### config.mk
export PLATFORM = sky130hd
export DESIGN_NAME = spi_shift_engine
export DESIGN_NICKNAME = d
export VERILOG_FILES = /design/src/rtl/spi_pkg.sv /design/src/rtl/spi_edge_select.sv /design/src/rtl/spi_shift_engine.sv
export SDC_FILE = /design/constraint.sdc
export NUM_CORES = 1
export LEC_CHECK = 0
export CORE_AREA = 2 2 67 69
export CTS_CLUSTER_SIZE = 20
export DETAILED_ROUTE_END_ITERATION = 10
export DIE_AREA = 0 0 69 71
export PLACE_DENSITY = 0.69
export SLEW_MARGIN = 20
export SYNTH_ARGS = -nofsm -noshare
export SYNTH_HDL_FRONTEND = slang
export SYNTH_SLANG_ARGS = --single-unit
### constraint.sdc
create_clock -name pclk -period 8 [get_ports pclk]
set_clock_uncertainty 0.15 [all_clocks]
set_input_delay 1.6 -clock pclk [delete_from_list [all_inputs] [get_ports pclk]]
set_output_delay 1.6 -clock pclk [all_outputs]
set_load 0.02 [all_outputs]
### src/rtl/spi_pkg.sv
// Shared types and helpers for the SPI shift engine: FSM states, frame-length
// normalisation and the smallest data width the engine supports.
package spi_pkg;

  localparam int SPI_MIN_DATA_W = 4;

  typedef enum logic {
    IDLE   = 1'b0,
    ACTIVE = 1'b1
  } spi_state_e;

  // A frame length of zero or anything wider than the data path means "full width".
  function automatic int spiNormLen(input int len, input int maxLen);
    return ((len == 0) || (len > maxLen)) ? maxLen : len;
  endfunction

endpackage

### src/rtl/spi_edge_select.sv
// Maps the baud generator's lead/trail strobes onto drive/sample strobes for
// the latched clock phase; a lead strobe always wins over a coincident trail.
module spi_edge_select (
  input  logic i_lead_stb,
  input  logic i_trail_stb,
  input  logic i_cpha,
  output logic o_drive_stb,
  output logic o_sample_stb
);

  logic w_trail;

  assign w_trail      = i_trail_stb & ~i_lead_stb;
  assign o_drive_stb  = i_cpha ? i_lead_stb : w_trail;
  assign o_sample_stb = i_cpha ? w_trail : i_lead_stb;

endmodule

### src/rtl/spi_shift_engine.sv
// Parametrised SPI shift engine: serialises mosidata, assembles misodata.
// Define SPI_SHIFT_RXBUF_EN to add the receive holding register (rx_full/rx_overrun).
module spi_shift_engine
  import spi_pkg::*;
#(
  parameter  int DATA_W = 8,
  localparam int CNT_W  = $clog2(DATA_W + 1)
) (
  input  logic              pclk,
  input  logic              presetn,
  input  logic              ss,
  input  logic              senddata,
  input  logic              lsbfe,
  input  logic              cpha,
  input  logic              lead_stb,
  input  logic              trail_stb,
  input  logic [CNT_W-1:0]  frame_len,
  input  logic [DATA_W-1:0] mosidata,
  input  logic              miso,
`ifdef SPI_SHIFT_RXBUF_EN
  input  logic              rx_ack,
  output logic              rx_full,
  output logic              rx_overrun,
`endif
  output logic              mosi,
  output logic [DATA_W-1:0] misodata,
  output logic              rx_valid,
  output logic              busy
);

  if ((DATA_W < SPI_MIN_DATA_W) || (DATA_W > 32)) begin : gBadDataW
    $error("spi_shift_engine: DATA_W out of range");
  end

  spi_state_e        r_state, w_stateNext;
  logic [DATA_W-1:0] r_tx, r_rx, r_misodata, w_rxNext;
  logic [CNT_W-1:0]  r_cnt, r_len, w_lenNorm, w_bitPos, w_loadPos;
  logic              r_lsbfe, r_cpha, r_mosi, r_rxValid;
  logic              w_active, w_load, w_driveStb, w_sampleStb;
  logic              w_drive, w_sample, w_last, w_txBit, w_loadBit;

  assign w_lenNorm = CNT_W'(spiNormLen(int'(frame_len), DATA_W));
  assign w_active  = (r_state == ACTIVE);
  assign w_load    = !w_active && senddata && !ss;

  spi_edge_select u_edgeSelect (
    .i_lead_stb  (lead_stb),
    .i_trail_stb (trail_stb),
    .i_cpha      (r_cpha),
    .o_drive_stb (w_driveStb),
    .o_sample_stb(w_sampleStb)
  );

  // Dropping ss mid-frame takes priority over any strobe in the same cycle.
  assign w_drive  = w_active && !ss && w_driveStb && (r_cnt < r_len);
  assign w_sample = w_active && !ss && w_sampleStb;
  assign w_last   = w_sample && ((r_cnt + CNT_W'(1)) == r_len);

  // Bit k of the frame lives at position k (LSB first) or len-1-k (MSB first).
  assign w_bitPos  = r_lsbfe ? r_cnt : (r_len - CNT_W'(1) - r_cnt);
  assign w_loadPos = lsbfe ? '0 : (w_lenNorm - CNT_W'(1));
  assign w_txBit   = |(r_tx & (DATA_W'(1) << w_bitPos));
  assign w_loadBit = |(mosidata & (DATA_W'(1) << w_loadPos));
  assign w_rxNext  = r_rx | (DATA_W'(miso) << w_bitPos);

  always_ff @(posedge pclk or negedge presetn) begin
    if (!presetn) r_state <= IDLE;
    else          r_state <= w_stateNext;
  end

  always_comb begin
    w_stateNext = r_state;
    case (r_state)
      IDLE:    if (w_load) w_stateNext = ACTIVE;
      ACTIVE:  if (ss || w_last) w_stateNext = IDLE;
      default: w_stateNext = IDLE;
    endcase
  end

  always_ff @(posedge pclk or negedge presetn) begin
    if (!presetn) begin
      r_tx    <= '0;
      r_rx    <= '0;
      r_cnt   <= '0;
      r_len   <= '0;
      r_lsbfe <= 1'b0;
      r_cpha  <= 1'b0;
      r_mosi  <= 1'b0;
    end else begin
      if (w_load) begin
        r_tx    <= mosidata;
        r_rx    <= '0;
        r_cnt   <= '0;
        r_len   <= w_lenNorm;
        r_lsbfe <= lsbfe;
        r_cpha  <= cpha;
        if (!cpha) r_mosi <= w_loadBit;
      end
      if (w_drive) r_mosi <= w_txBit;
      if (w_sample) begin
        r_rx  <= w_rxNext;
        r_cnt <= r_cnt + CNT_W'(1);
      end
    end
  end

`ifdef SPI_SHIFT_RXBUF_EN
  logic r_rxFull, r_rxOverrun, w_fullAfterAck;

  // An ack arriving with a completion frees the buffer before the new word lands.
  assign w_fullAfterAck = r_rxFull && !rx_ack;

  always_ff @(posedge pclk or negedge presetn) begin
    if (!presetn) begin
      r_misodata  <= '0;
      r_rxValid   <= 1'b0;
      r_rxFull    <= 1'b0;
      r_rxOverrun <= 1'b0;
    end else begin
      r_rxValid <= 1'b0;
      if (w_last && !w_fullAfterAck) begin
        r_misodata  <= w_rxNext;
        r_rxValid   <= 1'b1;
        r_rxFull    <= 1'b1;
        r_rxOverrun <= r_rxOverrun && !rx_ack;
      end else if (w_last) begin
        r_rxOverrun <= 1'b1;
      end else if (rx_ack) begin
        r_rxFull    <= 1'b0;
        r_rxOverrun <= 1'b0;
      end
    end
  end

  assign rx_full    = r_rxFull;
  assign rx_overrun = r_rxOverrun;
`else
  always_ff @(posedge pclk or negedge presetn) begin
    if (!presetn) begin
      r_misodata <= '0;
      r_rxValid  <= 1'b0;
    end else begin
      r_rxValid <= 1'b0;
      if (w_last) begin
        r_misodata <= w_rxNext;
        r_rxValid  <= 1'b1;
      end
    end
  end
`endif

  assign mosi     = r_mosi;
  assign misodata = r_misodata;
  assign rx_valid = r_rxValid;
  assign busy     = w_active;

endmodule
==> results of run 1 <==
[cell type report]
class	instances	share of cell area [%]
Multi-Input combinational cell	172	41.10
Sequential cell	37	37.54
Timing Repair Buffer	31	12.38
Clock buffer	5	2.790
Tap cell	52	2.638
Clock inverter	3	1.877
Inverter	11	1.674
[critical path, cell delays in order]
cell             delay, ns
clkdlybuf4s50_1       0.43
nand2b_1              0.30
ha_1                  0.43
o211a_1               0.24
o21a_1                0.16
o41ai_1               0.34
o22a_1                0.18
[through the flow]
stage                     std cells  total power, uW  cell area (sq um)
final                           311            644.7               2466
after detailed placement        303            488.5               2351
after global routing            311            688.7               2466
after global placement          303            484.8               2351
after floorplan                 228            401.5               2023
after CTS                       311            651.3               2466
[cells in the mapped netlist (all sizes together) (2+ instances only)]
| master | number | area, sq um |
|---|---|---|
| o21ai | 17 | 85.08 |
| xnor2 | 4 | 35.03 |
| inv | 11 | 41.29 |
| xor2 | 3 | 26.28 |
| ha | 9 | 112.6 |
| buf | 4 | 27.52 |
| a21o | 2 | 15.01 |
| nand2 | 43 | 161.4 |
| mux4 | 2 | 45.04 |
| o31ai | 2 | 15.01 |
| nand3 | 6 | 30.03 |
| dfrtp | 37 | 925.9 |
| nand3b | 2 | 15.01 |
| clkbuf | 4 | 15.01 |
| nor3b | 4 | 30.03 |
| nor2 | 25 | 93.84 |
| a21oi | 27 | 135.1 |
| nor2b | 4 | 25.02 |
| nand2b | 7 | 43.79 |
| nor3 | 2 | 21.27 |
| mux2i | 3 | 30.03 |
[report_power, final]
group	switching [uW]	internal, uW
Combinational	122	110
Sequential	27.1	225
Clock	68.1	93.2
Total	217	428
[kinds of logic after synthesis]
kind of cell	synth area share, %
AOI/OAI and AO/OA	14.84
muxes	3.710
buffers and inverters	4.143
and+or+nand+nor	21.95
adders and majority gates	6.555
xor gates and xnor gates	3.030
DFF	45.76
[routing by layer]
| metal | up-vias | global-route usage [%] |
|---|---|---|
| li1 | 826 | - |
| met1 | 757 | 24.05 |
| met2 | 26 | 30.98 |
| met3 | 7 | 4.131 |
| met4 | 0 | 6.318 |
| met5 | - | 0 |
[state kept, by name, indices dropped and copies added (netlist names)]
name and count:
r_rx 8, misodata 8, mosi 1, r_cnt 4
r_cpha 1, r_len 4, r_tx 8, rx_valid 1
r_lsbfe 1, busy 1
[worst max path at each step]
stage | from | endpoint | slack [ns] | cells after the start
global placement | frame_len[3] | mosi | 4.17 | 7
detailed placement | frame_len[3] | mosi | 4.12 | 7
global route | frame_len[3] | mosi | 4.31 | 9
CTS | frame_len[3] | mosi | 4.41 | 7
floorplan | frame_len[3] | mosi | 4.74 | 7
finish | frame_len[3] | mosi | 4.41 | 7
==> out/metrics.yaml, run 1 <==
worstSetupPathType: "in -> reg"
chipHeight_microns: 71
design.final.nets: 289
die_width_microns: 69
netlist_area_sq_mm: 0.002023
endpoint_kind: "flip-flop"
slew_violations: 0
worst-endpoint-required_ns: 8.08
worstHoldPathCells: 2
cp.arrival_ns: 3.67
multi_input_area_sq_mm: 0.001013
design.die.area_sq_mm: 0.004899
grt_pass1_vias: 1687
placed_wire_length_estimate_mm: 3.173
holdPathEnd: "r_tx[4]"
dr.max_layer_used: "met4"
synth.yosys.seq_area_share_pct: 45.76
clk-insertion-delay-late_ns: 0.29
max_clock_freq_mhz: 278.3
holdBufCountCts: 0
power-per-cell-area_mw_per_mm2: 261.4
cap_viol_max_count: 0
drt_pre_antenna_iters: 4
met3_wire_length_microns: 145
timing.reg2reg.setup_slack_ns: 5.23
syn_avg_cell_area_sq_um: 8.874
mostFrequentLayoutCells: "nand2_1 (43), dfrtp_1 (37), clkdlybuf4s50_1 (30), a21oi_1 (27), nor2_1 (25)"
cts_inserted_buffers: 5
syn-num-nets: 259
gp_congestion: 0.8843
synth_enable_flop_cells: 0
dr_total_vias: 1616
grt_setup_unrepaired: "false"
mostFrequentLayoutCell: "nand2_1"
worstMarginPinSlew_ns: 0.8261
finalCritPeriodShare_pct: 44.92
synth_seq_cells: 37
numClockSinks: 37
global_route_usage_over_all_layers_pct: 18.55
postCtsSetupBuffers: 0
drc_errors: 0
worst_reg_to_reg_path_cell_count: 10
start_util_pct: 48.12
areaGrowthSynthToFinish_pct: 21.89
postLayoutSetupSlackWorst_ns: 4.406
row_count: 24
max-slew-margin-rel_pct: 44.93
clock_tree.root_cell: "clkbuf_8"
hold_class: "reg -> reg"
vias_per_cell: 5.196
dr_wl_met2_mm: 1.952
timing.hold.ws_ns: 0.3236
ys_warn_count: 0
final_layout_size_suffix_gt1_share_pct: 5.019
cts_resized: 0
drt-initial-drc-count: 52
worst_ir_drop_vdd_uv: 151.2
globalRouteOverflowTotal: 0
final_util_pct: 58.66
setup_tns_ns: 0
largest_net_degree_at_the_start_of_global_routing: 38
floorplan_core_area_sq_mm: 0.004204
count_of_filler_cells_inserted_in_the_layout: 400
detail-route-antenna-nets: 0
finalWirelength_mm: 4.170
total_leakage_power_uw: 0.001122
status: "completed"
timing.final.crit_period_ns: 3.594
regArea_sq_um: 925.9
worst_min_delay_path_startpoint: "r_tx[4]"
boundaryPins: 32
start_kind: "primary input"
n_antenna_cell: 0
clk_transition_reported_paths_ns: 0.07
post_synth_inst_count: 228
wirelength_met1_mm: 2.019
first_pass_grt_wire_length_mm: 7.348
port_buffers: 31
path_max_fanout: 9
tritoncts: "yes"
asyncSetResetFlopFracSynth_pct: 100.0
synth.distinct_cells: 36
synth_top_flop_cell: "dfrtp_1"
setup_viol: 0
cts_h_tree_depth: 2
cts_max_path_buffers: 2
worst_reg2reg_path_endpoint: "mosi"
critical_path.reg2reg.startpoint: "r_cnt[0]"
final-hold-violation-count: 0
detailedPlace.worstSlack_ns: 4.124
wl_per_cell_microns: 13.41
grt_antenna_before_repair: 0
Power figures use the tool's default switching activity.
==> run 2, diff against run 1 <==
clock period = 3.6 ns   (was 8 ns; I/O delays follow)
==> out/metrics.yaml, run 2 (synthesized netlist as in run 1, its figures left out) <==
holdBufCountCts: 0  # unchanged
port_buffers: 31  # unchanged
max-slew-margin-rel_pct: 44.71  # -0.22 points
numClockSinks: 37  # unchanged
slew_violations: 0  # unchanged
worst-endpoint-required_ns: 3.63  # -4.45 ns
total_leakage_power_uw: 0.001134  # +1.1%
drt_pre_antenna_iters: 4  # unchanged
final_layout_size_suffix_gt1_share_pct: 5.747  # +0.73 points
largest_net_degree_at_the_start_of_global_routing: 38  # unchanged
drt-initial-drc-count: 84  # +62%
setup_viol: 0  # unchanged
start_kind: "flip-flop"
timing.final.crit_period_ns: 2.793
worst_ir_drop_vdd_uv: 266.9  # +76%
areaGrowthSynthToFinish_pct: 22.88
path_max_fanout: 7  # -2
hold_class: "reg -> reg"
tritoncts: "yes"
detail-route-antenna-nets: 0  # unchanged
n_antenna_cell: 0  # unchanged
floorplan_core_area_sq_mm: 0.004204  # unchanged
globalRouteOverflowTotal: 0  # unchanged
dpl_cell_area_sq_mm: 0.002366  # +0.64%
grt_pass1_vias: 1636  # -3.0%
finalWirelength_mm: 4.236  # +1.6%
wl_per_cell_microns: 13.53  # +0.93%
finalCritPeriodShare_pct: 77.58
chipHeight_microns: 71  # unchanged
cts_inserted_buffers: 5  # unchanged
count_of_filler_cells_inserted_in_the_layout: 377  # -5.8%
grt_setup_unrepaired: "false"
global_route_usage_over_all_layers_pct: 19.86  # +1.3 points
boundaryPins: 32  # unchanged
clk-insertion-delay-late_ns: 0.29  # about the same
gp_congestion: 0.8466  # -4.3%
worstMarginPinSlew_ns: 0.8294  # +0.003328 ns
vias_per_cell: 5.134  # -1.2%
drc_errors: 0  # unchanged
dr_total_vias: 1607  # -0.56%
postCtsSetupBuffers: 0  # unchanged
max_clock_freq_mhz: 358.1
cts_max_path_buffers: 2  # unchanged
placed_wire_length_estimate_mm: 3.223  # +1.6%
design.die.area_sq_mm: 0.004899  # unchanged
status: "completed"
cp.arrival_ns: 2.83  # -0.84 ns
cts_h_tree_depth: 2  # unchanged
die_width_microns: 69  # unchanged
design.final.nets: 291  # +0.69%
mostFrequentLayoutCell: "nand2_1"
endpoint_kind: "flip-flop"
grt_antenna_before_repair: 0  # unchanged
power-per-cell-area_mw_per_mm2: 587.2  # +120%
clock_tree.root_cell: "clkbuf_8"
cts_resized: 0  # unchanged
stdcell_area_sq_mm: 0.002486  # +0.81%
first_pass_grt_wire_length_mm: 7.645  # +4.0%
start_util_pct: 48.12  # unchanged
row_count: 24  # unchanged
setup_tns_ns: 0  # unchanged
worstSetupPathType: "reg -> reg"
cap_viol_max_count: 0  # unchanged
clk_transition_reported_paths_ns: 0.08  # about the same
final-hold-violation-count: 0  # unchanged
mostFrequentLayoutCells: "nand2_1 (43), dfrtp_1 (37), clkdlybuf4s50_1 (30), a21oi_1 (27), nor2_1 (25)"
run 2: metrics by stage:
step	std cells	util [%]	total power (uW)	setup slack, ns	hold slack (ns)
final	313	59.14	1460	0.8073	0.3279
after global routing	313	59.14	1561	0.5548	0.3445
after CTS	313	59.14	1468	0.7979	0.3268
after detailed placement	305	56.28	1088	0.6389	0.3072
after global placement	305	56.28	1081	0.6579	0.3078
after floorplan	228	-	892.2	1.083	0.2744
run 2: path summary, 6_finish.rpt:
| check | startpoint | slack (ns) | endpoint | depth (start not counted) |
|---|---|---|---|---|
| setup / recovery | r_cnt[0] | 0.81 | mosi | 10 |
| hold / removal | r_tx[2] | 0.33 | r_tx[2] | 2 |
| setup reg to reg | r_cnt[0] | 0.81 | mosi | 10 |
| hold reg to reg | r_tx[2] | 0.33 | r_tx[2] | 2 |
| max in group asynchronous | presetn | 2.40 | r_tx[6] | 1 |
| min in group asynchronous | presetn | 0.36 | busy | 1 |
run 2: routing by layer:
metal	up-vias	global-route usage, %	share of wire [%]
li1	836	-	-
met1	741	27.11	50
met5	-	0	0
met2	21	31.41	46
met3	9	3.846	2.3
met4	0	8.061	1.9
run 2: final cells by class:
cell class,count,area (sq um),share of cell area [%]
well taps,52,65.06,2.617
repair buffers,33,320.3,12.88
clock inverters,2,37.54,1.510
inverters,11,41.29,1.661
clock buffers,6,82.58,3.322
multi-input cells,172,1013,40.76
flip-flops and latches,37,925.9,37.24
run 2: worst max-delay path, stage by stage (launching register included):
cell and delay [ns]:
dfrtp_1 0.45, inv_1 0.09, ha_1 0.22, inv_1 0.07
fa_1 0.40, nor2_1 0.13, a21o_1 0.30, mux4_2 0.54
inv_1 0.06, o21ai_0 0.07, o22a_1 0.20
run 2: where the power goes:
group          internal [uW]  leakage [uW]  switching, uW
Combinational            245      0.000591            270
Clock                    225     0.0000574            158
Sequential               499      0.000486           61.8
==> run 3, diff against run 2 <==
CORE_AREA = 2 2 68 70   (was 2 2 67 69)
DIE_AREA = 0 0 70 72   (was 0 0 69 71)
PLACE_DENSITY = 0.7   (was 0.69)
clock period = 2.26 ns   (was 3.6 ns; I/O delays follow)
==> out/metrics.yaml, run 3 (synthesized netlist as in run 1, its figures left out) <==
status: "finished, violations left"
violations: "setup timing"
start_kind: "flip-flop"
global_route_usage_over_all_layers_pct: 20.82  # +0.96 points
dr_total_vias: 1764  # +9.8%
timing.hold.ws_ns: 0.04176  # -0.2861 ns
grt_setup_unrepaired: "true"
areaGrowthSynthToFinish_pct: 35.31
cp.arrival_ns: 2.43  # -0.40 ns
tritoncts: "yes"
worst_ir_drop_vdd_uv: 455.8  # +71%
cts_max_path_buffers: 2  # unchanged
final_layout_size_suffix_gt1_share_pct: 20.00  # +14 points
finalWirelength_mm: 4.564  # +7.7%
final-hold-violation-count: 0  # unchanged
critical_path.reg2reg.startpoint: "r_cnt[0]"
n_antenna_cell: 0  # unchanged
cts_h_tree_depth: 2  # unchanged
die_width_microns: 70  # +1.4%
drc_errors: 0  # unchanged
worst_reg2reg_path_endpoint: "mosi"
worst_setup_path_startpoint: "r_cnt[0]"
max_clock_freq_mhz: 417.5  # +17%
drt-initial-drc-count: 67  # -20%
clock_tree.root_cell: "clkbuf_8"
slew_violations: 0  # unchanged
timing.reg2reg.setup_slack_ns: -0.14  # -0.94 ns
worst-endpoint-required_ns: 2.29  # -1.34 ns
cts_inserted_buffers: 5  # unchanged
vias_per_cell: 5.234  # +2.0%
worstMarginPinSlew_ns: 0.4672  # -0.3621 ns
total_leakage_power_uw: 0.001243  # +9.6%
mostFrequentLayoutCells: "nand2_1 (43), dfrtp_1 (36), clkdlybuf4s50_1 (30), a21oi_1 (26), buf_4 (26)"
design.final.nets: 316  # +8.6%
clk_transition_reported_paths_ns: 0.07  # about the same
gp_congestion: 0.7868  # -7.1%
postLayoutSetupSlackWorst_ns: -0.1355  # -0.9428 ns
detailedPlace.worstSlack_ns: -0.3438  # -0.9827 ns
detail-route-antenna-nets: 0  # unchanged
row_count: 24  # unchanged
first_pass_grt_wire_length_mm: 8.135  # +6.4%
cap_viol_max_count: 0  # unchanged
globalRouteOverflowTotal: 0  # unchanged
port_buffers: 31  # unchanged
max-slew-margin-rel_pct: 68.85  # +24 points
grt_pass1_vias: 1754  # +7.2%
floorplan_core_area_sq_mm: 0.004264  # +1.4%
start_util_pct: 47.45  # -0.68 points
boundaryPins: 32  # unchanged
placed_wire_length_estimate_mm: 3.394  # +5.3%
worst_reg_to_reg_path_cell_count: 10  # unchanged
finalCritPeriodShare_pct: 106.0  # +28 points
design.die.area_sq_mm: 0.005040  # +2.9%
stdcell_area_sq_mm: 0.002738  # +10%
wl_per_cell_microns: 13.54  # about the same
drt_pre_antenna_iters: 4  # unchanged
hold_class: "in -> async"
power-per-cell-area_mw_per_mm2: 876.8  # +49%
timing.final.crit_period_ns: 2.395  # -0.3972 ns
worstSetupPathType: "reg -> reg"
worstSetupEndpoint: "mosi"
endpoint_kind: "flip-flop"
chipHeight_microns: 72  # +1.4%
dpl_cell_area_sq_mm: 0.002551  # +7.8%
path_max_fanout: 3  # -4
setup_viol: 1  # +1
grt_antenna_before_repair: 0  # unchanged
largest_net_degree_at_the_start_of_global_routing: 38  # unchanged
mostFrequentLayoutCell: "nand2_1"
clk-insertion-delay-late_ns: 0.29  # about the same
numClockSinks: 37  # unchanged
holdBufCountCts: 0  # unchanged
[run 3: changes by cell type in the layout (fill, tap and decap cells not counted), moves of 2 or more]
cell	previous run	this run
nor2_4	0	4
inv_1	11	8
buf_4	2	26
nor2_2	0	2
nor2_1	25	19
o21ai_0	16	14
inv_2	0	3
[run 3: worst max-delay path, cell delays in order (launching register included)]
cell	delay [ns]
dfrtp_1	0.39
inv_2	0.08
ha_4	0.13
inv_2	0.04
fa_2	0.54
nor2_4	0.04
a21o_4	0.22
mux4_2	0.43
inv_2	0.07
o21ai_2	0.05
o22a_1	0.16
[run 3: worst min path at each step]
stage	startpoint	to	slack, ns	depth (start not counted)
6_report	presetn	r_tx[6]	0.04	2
5_1_grt	presetn	r_tx[6]	0.09	2
4_1_cts	presetn	r_tx[6]	0.06	2
3_5_place_dp	r_tx[4]	r_tx[4]	0.31	2
3_3_place_gp	r_tx[4]	r_tx[4]	0.31	2
2_1_floorplan	presetn	busy	0.006	0
[run 3: routing by layer]
metal	up-vias	wire length (microns)	GRT usage [%]
met1	833	2038	26.79
met5	-	0	0
met3	8	195	4.722
met2	35	2250	34.60
li1	888	-	-
met4	0	80	8.120
[run 3: what timing repair did]
item	CTS	global route
endpoints found under the hold margin	0	0
buffers inserted	1	1
setup endpoints to repair	8	17
pin swaps	4	5
resized for setup	10	16
[run 3: final cells by class]
cell class	instances	area, sq um
Fill cell	379	1526
Tap cell	52	65.06
Clock inverter	1	7.507
Multi-Input combinational cell	172	1094
Timing Repair Buffer	58	520.5
Clock buffer	6	82.58
Sequential cell	37	927.1
Inverter	11	41.29
[run 3: report_power, final]
group          internal (uW)  switching, uW  total [uW]
logic                    519            523        1040
clock network            241            230         471
registers                797           90.8         888
[run 3: per-stage QoR]
stage                     power [uW]  setup TNS, ns  util, %  std cells
after global routing            2578        -0.3953    64.20        337
after CTS                       2350        -0.2127    62.68        336
after detailed placement        1840        -0.3758    59.83        328
final                           2400        -0.1355    64.20        337
after floorplan                 1421        -0.2571        -        228
after global placement          1825        -0.3454    59.83        328
